$ cat src/rtl/pio_rw_seq_pkg.sv
// rtl/pio_rw_seq_pkg.sv - shared states, PIO register map and direction patterns for pio_rw_sequencer
// Optional feature macro: PIO_RW_SEQ_DIR_VERIFY_EN
package pio_rw_seq_pkg;

    typedef enum logic [3:0] {
        S_IDLE,
        S_DATA_WR,
        S_DIR_WR,
        S_TURN,
        S_RD_ADDR,
        S_RD_CAP,
        S_RSP
`ifdef PIO_RW_SEQ_DIR_VERIFY_EN
        ,
        S_VFY_ADDR,
        S_VFY_CAP
`endif
    } seq_state_e;

    typedef enum logic {
        DIR_MODE_IN  = 1'b0,
        DIR_MODE_OUT = 1'b1
    } dir_mode_e;

    localparam logic [1:0]  PIO_ADDR_DATA = 2'd0;
    localparam logic [1:0]  PIO_ADDR_DIR  = 2'd1;
    localparam logic [31:0] DIR_ALL_OUT   = 32'hFFFF_FFFF;
    localparam logic [31:0] DIR_ALL_IN    = 32'h0000_0000;

endpackage

$ cat src/rtl/pio_rw_sequencer.sv
// rtl/pio_rw_sequencer.sv - Avalon-MM master turning word commands into ordered PIO direction/data accesses
// Optional feature macro: PIO_RW_SEQ_DIR_VERIFY_EN (direction readback check, drives dir_err)
module pio_rw_sequencer
    import pio_rw_seq_pkg::*;
#(
    parameter int TURN_CYCLES = 2,
    parameter int DW          = 32
) (
    input  logic          clk,
    input  logic          reset_n,
    input  logic          cmd_valid,
    output logic          cmd_ready,
    input  logic          cmd_write,
    input  logic [DW-1:0] cmd_wdata,
    output logic          rsp_valid,
    input  logic          rsp_ready,
    output logic [DW-1:0] rsp_rdata,
    output logic          busy,
    output logic          dir_err,
    output logic [1:0]    avm_address,
    output logic          avm_chipselect,
    output logic          avm_write_n,
    output logic [DW-1:0] avm_writedata,
    input  logic [DW-1:0] avm_readdata
);

    localparam logic [3:0] TURN_LAST = (TURN_CYCLES > 0) ? 4'(TURN_CYCLES - 1) : 4'd0;

    seq_state_e    r_state;
    seq_state_e    w_next_state;
    seq_state_e    w_follow;
    seq_state_e    w_post_dir;
    dir_mode_e     r_dir_mode;
    logic          r_live;
    logic          r_write;
    logic [DW-1:0] r_wdata;
    logic [DW-1:0] r_rsp_rdata;
    logic [3:0]    r_turn_cnt;
    logic [DW-1:0] w_dir_pattern;
    logic          w_accept;

    // The direction pattern is always the one for the mode the current command needs.
    assign w_dir_pattern = r_write ? {DW{DIR_ALL_OUT[0]}} : {DW{DIR_ALL_IN[0]}};
    assign w_follow      = r_write ? S_RSP : S_RD_ADDR;
`ifdef PIO_RW_SEQ_DIR_VERIFY_EN
    assign w_post_dir    = S_VFY_ADDR;
`else
    assign w_post_dir    = w_follow;
`endif

    assign cmd_ready = (r_state == S_IDLE) && r_live;
    assign w_accept  = cmd_valid && cmd_ready;
    assign rsp_valid = (r_state == S_RSP);
    assign busy      = (r_state != S_IDLE);
    assign rsp_rdata = r_rsp_rdata;

    always_ff @(posedge clk or negedge reset_n) begin
        if (!reset_n) begin
            r_state <= S_IDLE;
        end else begin
            r_state <= w_next_state;
        end
    end

    always_comb begin
        w_next_state   = r_state;
        avm_address    = PIO_ADDR_DATA;
        avm_chipselect = 1'b0;
        avm_write_n    = 1'b1;
        avm_writedata  = '0;
        case (r_state)
            S_IDLE: begin
                if (w_accept) begin
                    if (cmd_write) begin
                        w_next_state = S_DATA_WR;
                    end else if (r_dir_mode != DIR_MODE_IN) begin
                        w_next_state = S_DIR_WR;
                    end else begin
                        w_next_state = S_RD_ADDR;
                    end
                end
            end
            // Data lands before direction flips so the pins never drive stale data.
            S_DATA_WR: begin
                avm_chipselect = 1'b1;
                avm_write_n    = 1'b0;
                avm_writedata  = r_wdata;
                w_next_state   = (r_dir_mode != DIR_MODE_OUT) ? S_DIR_WR : S_RSP;
            end
            S_DIR_WR: begin
                avm_chipselect = 1'b1;
                avm_write_n    = 1'b0;
                avm_address    = PIO_ADDR_DIR;
                avm_writedata  = w_dir_pattern;
                w_next_state   = (TURN_CYCLES > 0) ? S_TURN : w_post_dir;
            end
            S_TURN: begin
                if (r_turn_cnt == TURN_LAST) begin
                    w_next_state = w_post_dir;
                end
            end
            S_RD_ADDR: begin
                avm_chipselect = 1'b1;
                w_next_state   = S_RD_CAP;
            end
            S_RD_CAP: begin
                w_next_state = S_RSP;
            end
            S_RSP: begin
                if (rsp_ready) begin
                    w_next_state = S_IDLE;
                end
            end
`ifdef PIO_RW_SEQ_DIR_VERIFY_EN
            S_VFY_ADDR: begin
                avm_chipselect = 1'b1;
                avm_address    = PIO_ADDR_DIR;
                w_next_state   = S_VFY_CAP;
            end
            S_VFY_CAP: begin
                avm_address  = PIO_ADDR_DIR;
                w_next_state = w_follow;
            end
`endif
            default: begin
                w_next_state = S_IDLE;
            end
        endcase
    end

    always_ff @(posedge clk or negedge reset_n) begin
        if (!reset_n) begin
            r_live      <= 1'b0;
            r_write     <= 1'b0;
            r_wdata     <= '0;
            r_rsp_rdata <= '0;
            r_dir_mode  <= DIR_MODE_IN;
            r_turn_cnt  <= '0;
        end else begin
            r_live <= 1'b1;
            case (r_state)
                S_IDLE: begin
                    if (w_accept) begin
                        r_write     <= cmd_write;
                        r_wdata     <= cmd_wdata;
                        r_rsp_rdata <= '0;
                    end
                end
                S_DIR_WR: begin
                    r_dir_mode <= r_write ? DIR_MODE_OUT : DIR_MODE_IN;
                    r_turn_cnt <= '0;
                end
                S_TURN:   r_turn_cnt  <= r_turn_cnt + 4'd1;
                S_RD_CAP: r_rsp_rdata <= avm_readdata;
                default: ;
            endcase
        end
    end

`ifdef PIO_RW_SEQ_DIR_VERIFY_EN
    logic r_dir_err;

    // Sticky until reset: a direction register that reads back wrong is a board-level fault.
    always_ff @(posedge clk or negedge reset_n) begin
        if (!reset_n) begin
            r_dir_err <= 1'b0;
        end else if (r_state == S_VFY_CAP && avm_readdata != w_dir_pattern) begin
            r_dir_err <= 1'b1;
        end
    end

    assign dir_err = r_dir_err;
`else
    assign dir_err = 1'b0;
`endif

endmodule

$ cat config.mk
export PLATFORM = sky130hd
export DESIGN_NAME = pio_rw_sequencer
export DESIGN_NICKNAME = d
export VERILOG_FILES = /design/src/rtl/pio_rw_seq_pkg.sv /design/src/rtl/pio_rw_sequencer.sv
export SDC_FILE = /design/constraint.sdc
export NUM_CORES = 1
export LEC_CHECK = 0
export CAP_MARGIN = 20
export CORE_UTILIZATION = 39
export CTS_CLUSTER_SIZE = 30
export DETAILED_ROUTE_END_ITERATION = 7
export GPL_ROUTABILITY_DRIVEN = 0
export HOLD_SLACK_MARGIN = 0.05
export PLACE_DENSITY = 0.77
export REMOVE_ABC_BUFFERS = 1
export SLEW_MARGIN = 20
export SYNTH_ARGS = -nofsm -noshare
export SYNTH_HDL_FRONTEND = slang
export SYNTH_SLANG_ARGS = --single-unit
$ cat constraint.sdc
create_clock -name clk -period 1.8 [get_ports clk]
set_clock_uncertainty 0.15 [all_clocks]
set_input_delay 0.18 -clock clk [delete_from_list [all_inputs] [get_ports clk]]
set_output_delay 0.18 -clock clk [all_outputs]
set_load 0.005 [all_outputs]
==> results by group, run 1 <==
Status
  – Status: finished, violations left
  – Failing checks: setup timing

Yosys
  – Syn Inst Count: 319
  – Synth cell count leaders: dfrtp_1 (74), nand2_1 (71), o21ai_0 (39), a21o_1 (33), mux2_4 (20)
  – Sequential area share after synthesis: 53.6%
  – Synthesized flop and latch total: 74
  – Post-synth top area cell: dfrtp_1
  – Mapped cell area: 3460 um^2
  – Most used flip-flop cell after synthesis: dfrtp_1
  – Number of synthesized flops with an enable pin: 0
  – Yosys top cell area share: around 54%
  – Most frequent cell after synthesis: dfrtp_1
  – Post-synth ARST share: 100%
  – Synth cell types: 34
  – Number of synthesis warnings: 0
  – Average cell area after synthesis: 10.8 um^2
  – Synth top area cells: dfrtp_1 (54%), mux2_4 (8.7%), nand2_1 (7.7%), a21o_1 (7.2%), o21ai_0 (5.6%)

Drt
  – Detailed Routing Iterations Pass 1: 4
  – Vias per inst: 5.10
  – Initial DRC count: 99
  – Final wirelength: 10700 um
  – Wire per inst: 17.5 um
  – # DRC: 0
  – Final ANT Viol Nets: 0
  – Via count: around 3100

Placed design
  – DP Area: just over 5000 um^2
  – I/O Buffers: between 100 and 150
  – DP Worst Slack: -0.265 ns
  – Detail Placement HPWL: 5970 um

Timing
  – FMAX: 451 MHz
  – Final setup violating endpoints: around 100
  – Setup ws final: -0.417 ns
  – Hold slack final: 0.148 ns
  – Final worst path period share: 123%
  – Hold Vio Cnt, Final: 0
  – RSZ-0062 raised after global routing: yes
  – Fin crit period: 2.22 ns
  – Final slew viol count: 0

Final layout
  – Final instance area: a little under 6000 um^2
  – Fraction of layout cells with a size suffix above 1: 37.6%
  – # nets final: roughly 570
  – Number of fill cells in the layout: 587
  – Area Overhead vs Synth: 69.5%
  – ANT cells: 0
  – Multi-input combinational cell area: 1650 um^2
  – Sequential Area: 1850 um^2

Setup path
  – Critical-path cell list: buf_6 -> nor3b_4 -> and2_4 -> buf_12 -> buf_8 -> buf_16 -> buf_6 -> a21o_1 -> buf_2
  – Max incr delay on CP: 0.40 ns
  – Worst endpoint required time: 1.47 ns
  – Startpoint types: flip-flop
  – CP most frequent cell: buf_6
  – Crit end category: output port
  – Slowest cell on crit path: dfrtp_1
  – Critical-path maximum fanout: 7
  – Worst EP arrival: between 1.5 and 2 ns
  – Setup CP Type: flip-flop to output port

Floorplanning
  – Top Ports: between 100 and 150
  – Initial Util: just over 40%
  – Num rows: 33
  – Core ar.: 8380 um^2
  – Die area: 9240 um^2
  – Die height: between 90 and 100 um
  – Die W: 96.1 um

Clock network
  – H-tree Lvls: 3
  – Clock latency on the worst-skew pair: between 0.3 and 0.4 ns
  – Root Buffer: clkbuf_8
  – CTS tree: yes
  – Clk slew on worst S/H paths: around 0.080 ns
  – Num CTS Buffers: 9
  – Num Clock Sinks: 74
  – Clk buf depth: 2

GRT
  – Vias in the first global route: roughly 3000
  – GRT Total Usage: 22.8%
  – Initial antenna violation count: 0
  – First-pass GRT wire length: between 15000 and 20000 um
  – Largest net degree at the start of global routing: between 40 and 50
  – Global route total overflow: 0

Power
  – Worst vdd rail ir drop: between 0.7 and 0.8 mV
  – Cell area power density: 1590 nW/um^2
  – Leakage: 2.93 nW

Worst hold path
  – HP Class: input port to async pin

Flow run
  – Max_cap viols: 0
-- metrics by stage --
stage	cells	TNS [ns]	power, mW	util, %
finish	613	-20.22	9.30	69.9
global route	613	-24.35	9.85	69.9
CTS	610	-14.96	9.00	68.4
detailed placement	558	-14.07	6.98	60.0
global placement	558	-9.63	6.85	60.0
floorplan	293	-87.73	4.60	-
-- timing repair --
action                                 CTS  global route
endpoints found under the hold margin   74             0
resized for setup                      220            77
setup endpoints to repair              103           104
setup buffers                           31            13
cloned                                   8             2
hold buffers                             1             0
pin swaps                               18            33
-- power breakdown --
| part | internal (mW) | switching, mW | leakage [nW] | total, mW |
|---|---|---|---|---|
| clock | 0.681 | 0.610 | 0.0966 | 1.29 |
| sequential | 2.41 | 0.486 | 0.922 | 2.90 |
| combinational | 3.11 | 2.00 | 1.91 | 5.11 |
-- sequential cells by signal, summed over array words and instances (netlist names) --
register / flops
r_write: 1
r_state: 3
rsp_rdata: 32
r_turn_cnt: 4
r_live: 1
r_wdata: 32
r_dir_mode: 1
-- placed cells by master, fill, tap and decap left out, drive strengths merged, types with 5 or more instances in the layout --
cell type      instances
nand2                 71
dfrtp                 74
nor2                   5
buf                   98
mux2                  33
clkbuf                13
clkdlybuf4s50         99
o21ai                 39
a21o                  33
inv                    5
-- per-layer routing --
metal,global-route usage [%],wire length [um]
met5,0,0
met4,9.45,221
met3,4.90,675
met2,37.9,5460
met1,28.7,4370
-- area by class of cell --
type	count	area share (%)
Inverter	5	0.320
Tap cell	105	2.24
Clock inverter	4	0.876
Clock buffer	12	2.48
Sequential cell	74	31.6
Multi-Input combinational cell	214	28.1
Timing Repair Buffer	199	34.4
-- critical path: cells and delay by family, from the launching register on --
kind,cells,cell delay [ns]
buf+inv,6,0.66
flops,1,0.40
compound gates,1,0.08
simple gates,2,0.40
-- kinds of logic (layout without fill, tap and decap cells) --
group           Yosys count  after routing  share of synthesized area, %
compound gates           84             84                          15.5
fa+ha+maj                 2              2                         0.724
buf+inv                  32            220                          5.54
flops                    74             74                          53.6
mux                      33             33                          12.9
other cells               2              3                         0.217
simple gates             92             92                          11.5
-- final timing paths --
check,depth (start not counted),from,to,slack [ns]
min in group clk,3,avm_readdata[9],rsp_rdata[9]$_DFFE_PN0P_,0.24
setup / recovery,9,r_state[2]$_DFFE_PN0P_,avm_writedata[12],-0.42
setup reg to reg,6,r_state[0]$_DFFE_PN0P_,r_wdata[26]$_DFFE_PN0P_,-0.28
hold / removal,2,reset_n,rsp_rdata[9]$_DFFE_PN0P_,0.15
max in group asynchronous,3,reset_n,r_state[0]$_DFFE_PN0P_,0.75
hold reg to reg,1,r_wdata[14]$_DFFE_PN0P_,r_wdata[14]$_DFFE_PN0P_,0.36
Note: power is estimated with default switching activity, not from simulation.
==> inputs of run 2 (changes only) <==
- PLACE_DENSITY: 0.77 -> 0.85
==> run 2 against run 1 <==
  * Sequential share of layout area decreased by 1.4 points
  * First-iteration DRC count decreased by 37%
  * Clock power increased by 13%
  * Sequential power about the same
  * Largest power group unchanged
  * Setup slack improved by 0.019 ns
  * Critical path depth decreased by 1
  * Cell area increased by 4.6%
  * The run still ends with setup timing left
  * Final cell count increased by 2.1%
==> results by group, run 2 (synthesis gave the netlist of run 1 again) <==
Clock network
  – Clock latency on the worst-skew pair: 0.34 ns (about the same)
  – Num Clock Sinks: 74 (unchanged)
  – Num CTS Buffers: 9 (unchanged)
  – Root Buffer: clkbuf_8
  – CTS tree: yes
  – H-tree Lvls: 3 (unchanged)
  – Clk buf depth: 2 (unchanged)
  – Clk slew on worst S/H paths: 0.08 ns (about the same)

Floorplanning
  – Num rows: 33 (unchanged)
  – Die height: 96.1 um (unchanged)
  – Die area: 9240 um^2 (unchanged)
  – Core ar.: 8380 um^2 (unchanged)
  – Initial Util: 41.2% (unchanged)
  – Top Ports: 141 (unchanged)
  – Die W: 96.1 um (unchanged)

Status
  – Status: finished, violations left
  – Failing checks: setup timing

Setup path
  – Worst endpoint required time: 1.47 ns (about the same)
  – Crit end category: output port
  – Startpoint types: flip-flop
  – Reg2reg end: r_wdata[5]$_DFFE_PN0P_
  – Reg-to-reg setup timing slack: -0.37 ns (-0.09 ns)
  – Worst EP arrival: 1.87 ns (-0.02 ns)
  – Cell depth of the worst flop-to-flop path: 8 (+2)
  – Critical-path maximum fanout: 6 (-1)
  – Setup CP Type: flip-flop to output port
  – Worst Setup SP: r_state[1]$_DFFE_PN0P_
  – Reg-to-reg startpoint: r_state[0]$_DFFE_PN0P_

Flow run
  – Max_cap viols: 0 (unchanged)

Final layout
  – Post-route insts no fill: 626 (+2.1%)
  – Fraction of layout cells with a size suffix above 1: 39.7% (+2.1 points)
  – # nets final: 587 (+2.3%)
  – Most common cell after layout, fill and taps aside: clkdlybuf4s50_1
  – ANT cells: 0 (unchanged)
  – Area Overhead vs Synth: 77.3%
  – Number of fill cells in the layout: 566 (-3.6%)
  – Most frequent cells in the layout: clkdlybuf4s50_1 (99), dfrtp_1 (74), nand2_1 (70), buf_2 (35), a21o_1 (33)
  – Final Core Density: 73.1% (+3.2 points)

Placed design
  – Placed insts: 556 (-0.36%)
  – Detail Placement HPWL: 6060 um (+1.5%)
  – I/O Buffers: 138 (unchanged)

Timing
  – FMAX: 455 MHz (+0.86%)
  – Final setup violating endpoints: 104 (+3.0%)
  – Hold Vio Cnt, Final: 0 (unchanged)
  – Final worst path period share: 122% (-1.0 points)
  – Setup ws final: -0.399 ns (+0.0188 ns)
  – RSZ-0062 raised after global routing: yes
  – Hold slack final: 0.216 ns (+0.0684 ns)
  – Final slew viol count: 0 (unchanged)
  – Fin crit period: 2.20 ns (-0.0188 ns)

GRT
  – Initial antenna violation count: 0 (unchanged)
  – First-pass GRT wire length: 17000 um (+8.4%)
  – Global route total overflow: 0 (unchanged)
  – Largest net degree at the start of global routing: 42 (-13%)
  – Vias in the first global route: 3380 (+9.5%)
  – GRT Total Usage: 25.1% (+2.3 points)

Power
  – Cell area power density: 1650 nW/um^2 (+3.7%)
  – Leakage: 3.06 nW (+4.4%)
  – Worst vdd rail ir drop: 0.912 mV (+22%)
  – Overall power: 10.1 mW (+8.4%)

Drt
  – Vias per inst: 5.15 (+1.1%)
  – Via count: 3227 (+3.2%)
  – Detailed Routing Iterations Pass 1: 4 (unchanged)
  – Wire per inst: 18.6 um (+6.1%)
  – Initial DRC count: 62 (-37%)
  – Final ANT Viol Nets: 0 (unchanged)
  – Final wirelength: 11600 um (+8.4%)
  – # DRC: 0 (unchanged)

Worst hold path
  – HP Class: input port to async pin
## run 2: worst max-delay path by stage
stage / endpoint / slack, ns / depth (start not counted)
3_3_place_gp: avm_writedata[29] / -0.16 / 5
6_report: avm_writedata[11] / -0.40 / 8
5_1_grt: avm_writedata[11] / -0.45 / 8
4_1_cts: avm_writedata[11] / -0.38 / 8
3_5_place_dp: avm_writedata[20] / -0.23 / 5
2_1_floorplan: avm_writedata[0] / -1.24 / 2
## run 2: through the flow
step	area [um^2]	setup WS, ns	setup TNS [ns]
3_5_place_dp	5010	-0.235	-17.10
3_3_place_gp	5010	-0.159	-11.92
6_report	6130	-0.399	-26.03
4_1_cts	5950	-0.380	-24.65
2_1_floorplan	3290	-1.24	-87.73
5_1_grt	6130	-0.450	-31.16
## run 2: cell type report
type                       instances  area, um^2  area share [%]
clock buffer                       9         124            2.02
clock inverter                     7         101            1.65
inverter                           5        18.8           0.306
multi-input combinational        214        1660            27.2
sequential                        74        1850            30.2
tap                              105         131            2.14
timing repair buffer             212        2230            36.5
## run 2: layer usage
layer / up-vias / routed length [um] / GRT usage (%)
met3: 23 / 732 / 5.06
met2: 154 / 6160 / 46.3
li1: 1477 / - / -
met4: 0 / 267 / 11.2
met5: - / 0 / 0
met1: 1573 / 4450 / 27.7
## run 2: worst max-delay path, cell delays in order (launching register included)
cell and delay, ns:
dfrtp_1 0.41, buf_6 0.14, nor3b_4 0.14, and2_4 0.16, buf_6 0.13, buf_16 0.13, buf_4 0.13, a21o_1 0.16
buf_2 0.12
## run 2: power breakdown
group	switching (mW)	internal, mW	total [mW]
Sequential	0.497	2.41	2.91
Clock	0.665	0.792	1.46
Combinational	2.18	3.54	5.72
Total	3.35	6.74	10.1
## run 2: timing repair
action                                  in CTS  in global routing
gates resized for setup                    249                 60
hold endpoints to repair                    74                  0
hold buffers                                 1                  0
pin swaps                                   15                 37
endpoints found under the setup margin     102                104
setup buffers                               37                 14
cloned                                      12                  2
==> inputs of run 3 (changes only) <==
- CELL_PAD_IN_SITES_DETAIL_PLACEMENT: unset -> 1
- CELL_PAD_IN_SITES_GLOBAL_PLACEMENT: unset -> 1
- CORE_UTILIZATION: 39 -> 29
- GPL_TIMING_DRIVEN: unset -> 1
- PLACE_DENSITY: 0.85 -> unset
- PLACE_DENSITY_LB_ADDON: unset -> 0.1
==> run 3 against run 2 <==
  * The run ends with DRC, setup timing left
  * Sequential power hardly changed
  * Routed wire length up 1.5%
  * First-iteration DRC count grew 81%
  * Die area up 34%
  * Global-route usage shrank 7.0 points
  * Register-to-register slack barely moved
  * Final cell count grew 6.1%
  * Fmax up 1.6%
  * Total power fell by 3.1%
==> results by group, run 3 (synthesis gave the netlist of run 1 again) <==
Drt
  – Vias per inst: 4.75 (-7.8%)
  – Wire per inst: 17.8 um (-4.3%)
  – Via count: 3155 (-2.2%)
  – Final ANT Viol Nets: 0 (unchanged)
  – # DRC: 26 (+26)
  – Final wirelength: 11800 um (+1.5%)
  – Detailed Routing Iterations Pass 1: 6 (+2)
  – Initial DRC count: 112 (+81%)

Timing
  – Hold Vio Cnt, Final: 0 (unchanged)
  – Final slew viol count: 0 (unchanged)
  – FMAX: 462 MHz (+1.6%)
  – Final worst path period share: 120% (-1.9 points)
  – Final setup violating endpoints: 102 (-1.9%)
  – RSZ-0062 raised after global routing: yes
  – Setup ws final: -0.365 ns (+0.0338 ns)
  – Fin crit period: 2.16 ns (-0.0338 ns)

GRT
  – Met1 Track Usage GR: 22.8% (-4.9 points)
  – GR Util met2: 29.7% (-17 points)
  – Vias in the first global route: 3306 (-2.2%)
  – Largest net degree at the start of global routing: 38 (-9.5%)
  – Global route total overflow: 0 (unchanged)
  – Met3 usage: 4.70% (-0.35 points)
  – Initial antenna violation count: 0 (unchanged)
  – First-pass GRT wire length: 17400 um (+2.1%)
  – GRT Total Usage: 18.2% (-7.0 points)
  – Busiest grt layer: met2

Worst hold path
  – HP Class: input port to async pin

Floorplanning
  – Top Ports: 141 (unchanged)
  – Num rows: 39 (+18%)
  – Die area: 12400 um^2 (+34%)
  – Core ar.: 11500 um^2 (+37%)
  – Die height: 111 um (+16%)
  – Die W: 111 um (+16%)
  – Initial Util: 30.0% (-11 points)

Power
  – Worst vdd rail ir drop: 0.550 mV (-40%)
  – Overall power: 9.77 mW (-3.1%)
  – Cell area power density: 1600 nW/um^2 (-2.7%)
  – Leakage: 3.05 nW (-0.36%)

Setup path
  – Startpoint types: flip-flop
  – Crit end category: flip-flop
  – Worst EP arrival: 2.22 ns (+0.35 ns)
  – Critical-path maximum fanout: 5 (-1)
  – Worst endpoint required time: 1.86 ns (+0.39 ns)
  – Setup CP Type: flip-flop to flip-flop
  – Cell depth of the worst flop-to-flop path: 8 (unchanged)

Final layout
  – Most frequent cells in the layout: clkdlybuf4s50_1 (99), dfrtp_1 (73), nand2_1 (71), a21o_1 (33)
  – ANT cells: 0 (unchanged)
  – Most common cell after layout, fill and taps aside: clkdlybuf4s50_1
  – Area Overhead vs Synth: 76.5%
  – Fraction of layout cells with a size suffix above 1: 37.8% (-1.9 points)
  – Post-route insts no fill: 664 (+6.1%)
  – # nets final: 589 (+0.34%)
  – Final instance area: 6100 um^2 (-0.45%)

Clock network
  – H-tree Lvls: 3 (unchanged)
  – Clk buf depth: 2 (unchanged)
  – Clk slew on worst S/H paths: 0.06 ns (-0.02 ns)
  – CTS tree: yes
  – Num Clock Sinks: 74 (unchanged)
  – Clock latency on the worst-skew pair: 0.33 ns (about the same)
  – Num CTS Buffers: 9 (unchanged)
  – Root Buffer: clkbuf_16

Status
  – Status: finished, violations left
  – Failing checks: DRC, setup timing

Placed design
  – DP Area: 5130 um^2 (+2.3%)
  – Placed insts: 598 (+7.6%)
  – I/O Buffers: 138 (unchanged)
  – Detail Placement HPWL: 6760 um (+12%)

Flow run
  – Max_cap viols: 0 (unchanged)
[run 3: cell count changes in the layout (fill, tap and decap cells not counted), moves of 2 or more]
cell,delta
buf_4,+11
buf_6,-10
clkbuf_16,+10
clkbuf_8,-8
clkbuf_2,+6
buf_2,-4
buf_16,-3
o21ai_1,+3
o21ai_2,-3
bufinv_16,-2
clkinv_2,+2
inv_6,-2
nor2_1,+2
[run 3: routing by layer]
metal / wire length [um] / share of wire, %
met1: 5060 / 43
met2: 5830 / 49
met3: 687 / 5.8
met4: 208 / 1.8
met5: 0 / 0
[run 3: worst max-delay path, cell delays in order, from the launching register on]
cell and delay [ns]:
dfrtp_1 0.40, buf_6 0.14, buf_6 0.12, or3_4 0.41
nor2_4 0.16, buf_12 0.13, buf_8 0.12, buf_12 0.12
mux2_4 0.30
[run 3: final cells by class]
| class | instances | area [um^2] |
|---|---|---|
| timing repair buffer | 214 | 2170 |
| multi-input combinational | 214 | 1620 |
| fill | 1262 | 5420 |
| tap | 143 | 179 |
| sequential | 74 | 1850 |
| clock buffer | 11 | 243 |
| inverter | 5 | 18.8 |
| clock inverter | 3 | 17.5 |
[run 3: final timing paths]
check,from,end,slack (ns)
setup / recovery,r_state[2]$_DFFE_PN0P_,r_wdata[14]$_DFFE_PN0P_,-0.36
hold / removal,reset_n,rsp_rdata[5]$_DFFE_PN0P_,0.17
max in group asynchronous,reset_n,r_state[1]$_DFFE_PN0P_,0.78
setup reg to reg,r_state[2]$_DFFE_PN0P_,r_wdata[14]$_DFFE_PN0P_,-0.36
min in group clk,avm_readdata[18],rsp_rdata[18]$_DFFE_PN0P_,0.24
hold reg to reg,r_wdata[4]$_DFFE_PN0P_,r_wdata[4]$_DFFE_PN0P_,0.36
[run 3: report_power, final]
| part | internal, mW | switching [mW] | total, mW |
|---|---|---|---|
| clock network | 0.950 | 0.664 | 1.61 |
| logic | 3.23 | 2.04 | 5.27 |
| registers | 2.42 | 0.469 | 2.89 |
| total | 6.60 | 3.17 | 9.77 |
[run 3: stage by stage]
step                TNS, ns  worst slack (ns)  hold slack (ns)  util, %
global placement     -11.83            -0.203          -0.0258     44.5
CTS                  -31.44            -0.554            0.175     49.6
floorplan            -87.73             -1.24           -0.266        -
finish               -26.47            -0.365            0.174     53.0
detailed placement   -17.70            -0.341          -0.0232     44.5
global route         -31.64            -0.425            0.203     53.0
[run 3: timing repair]
item / in CTS / in global routing
endpoints found under the setup margin: 102 / 106
gates cloned: 7 / 5
pin swaps: 11 / 20
hold endpoints to repair: 74 / 0
resized for setup: 159 / 107
hold buffers: 1 / 0
setup buffers: 14 / 33
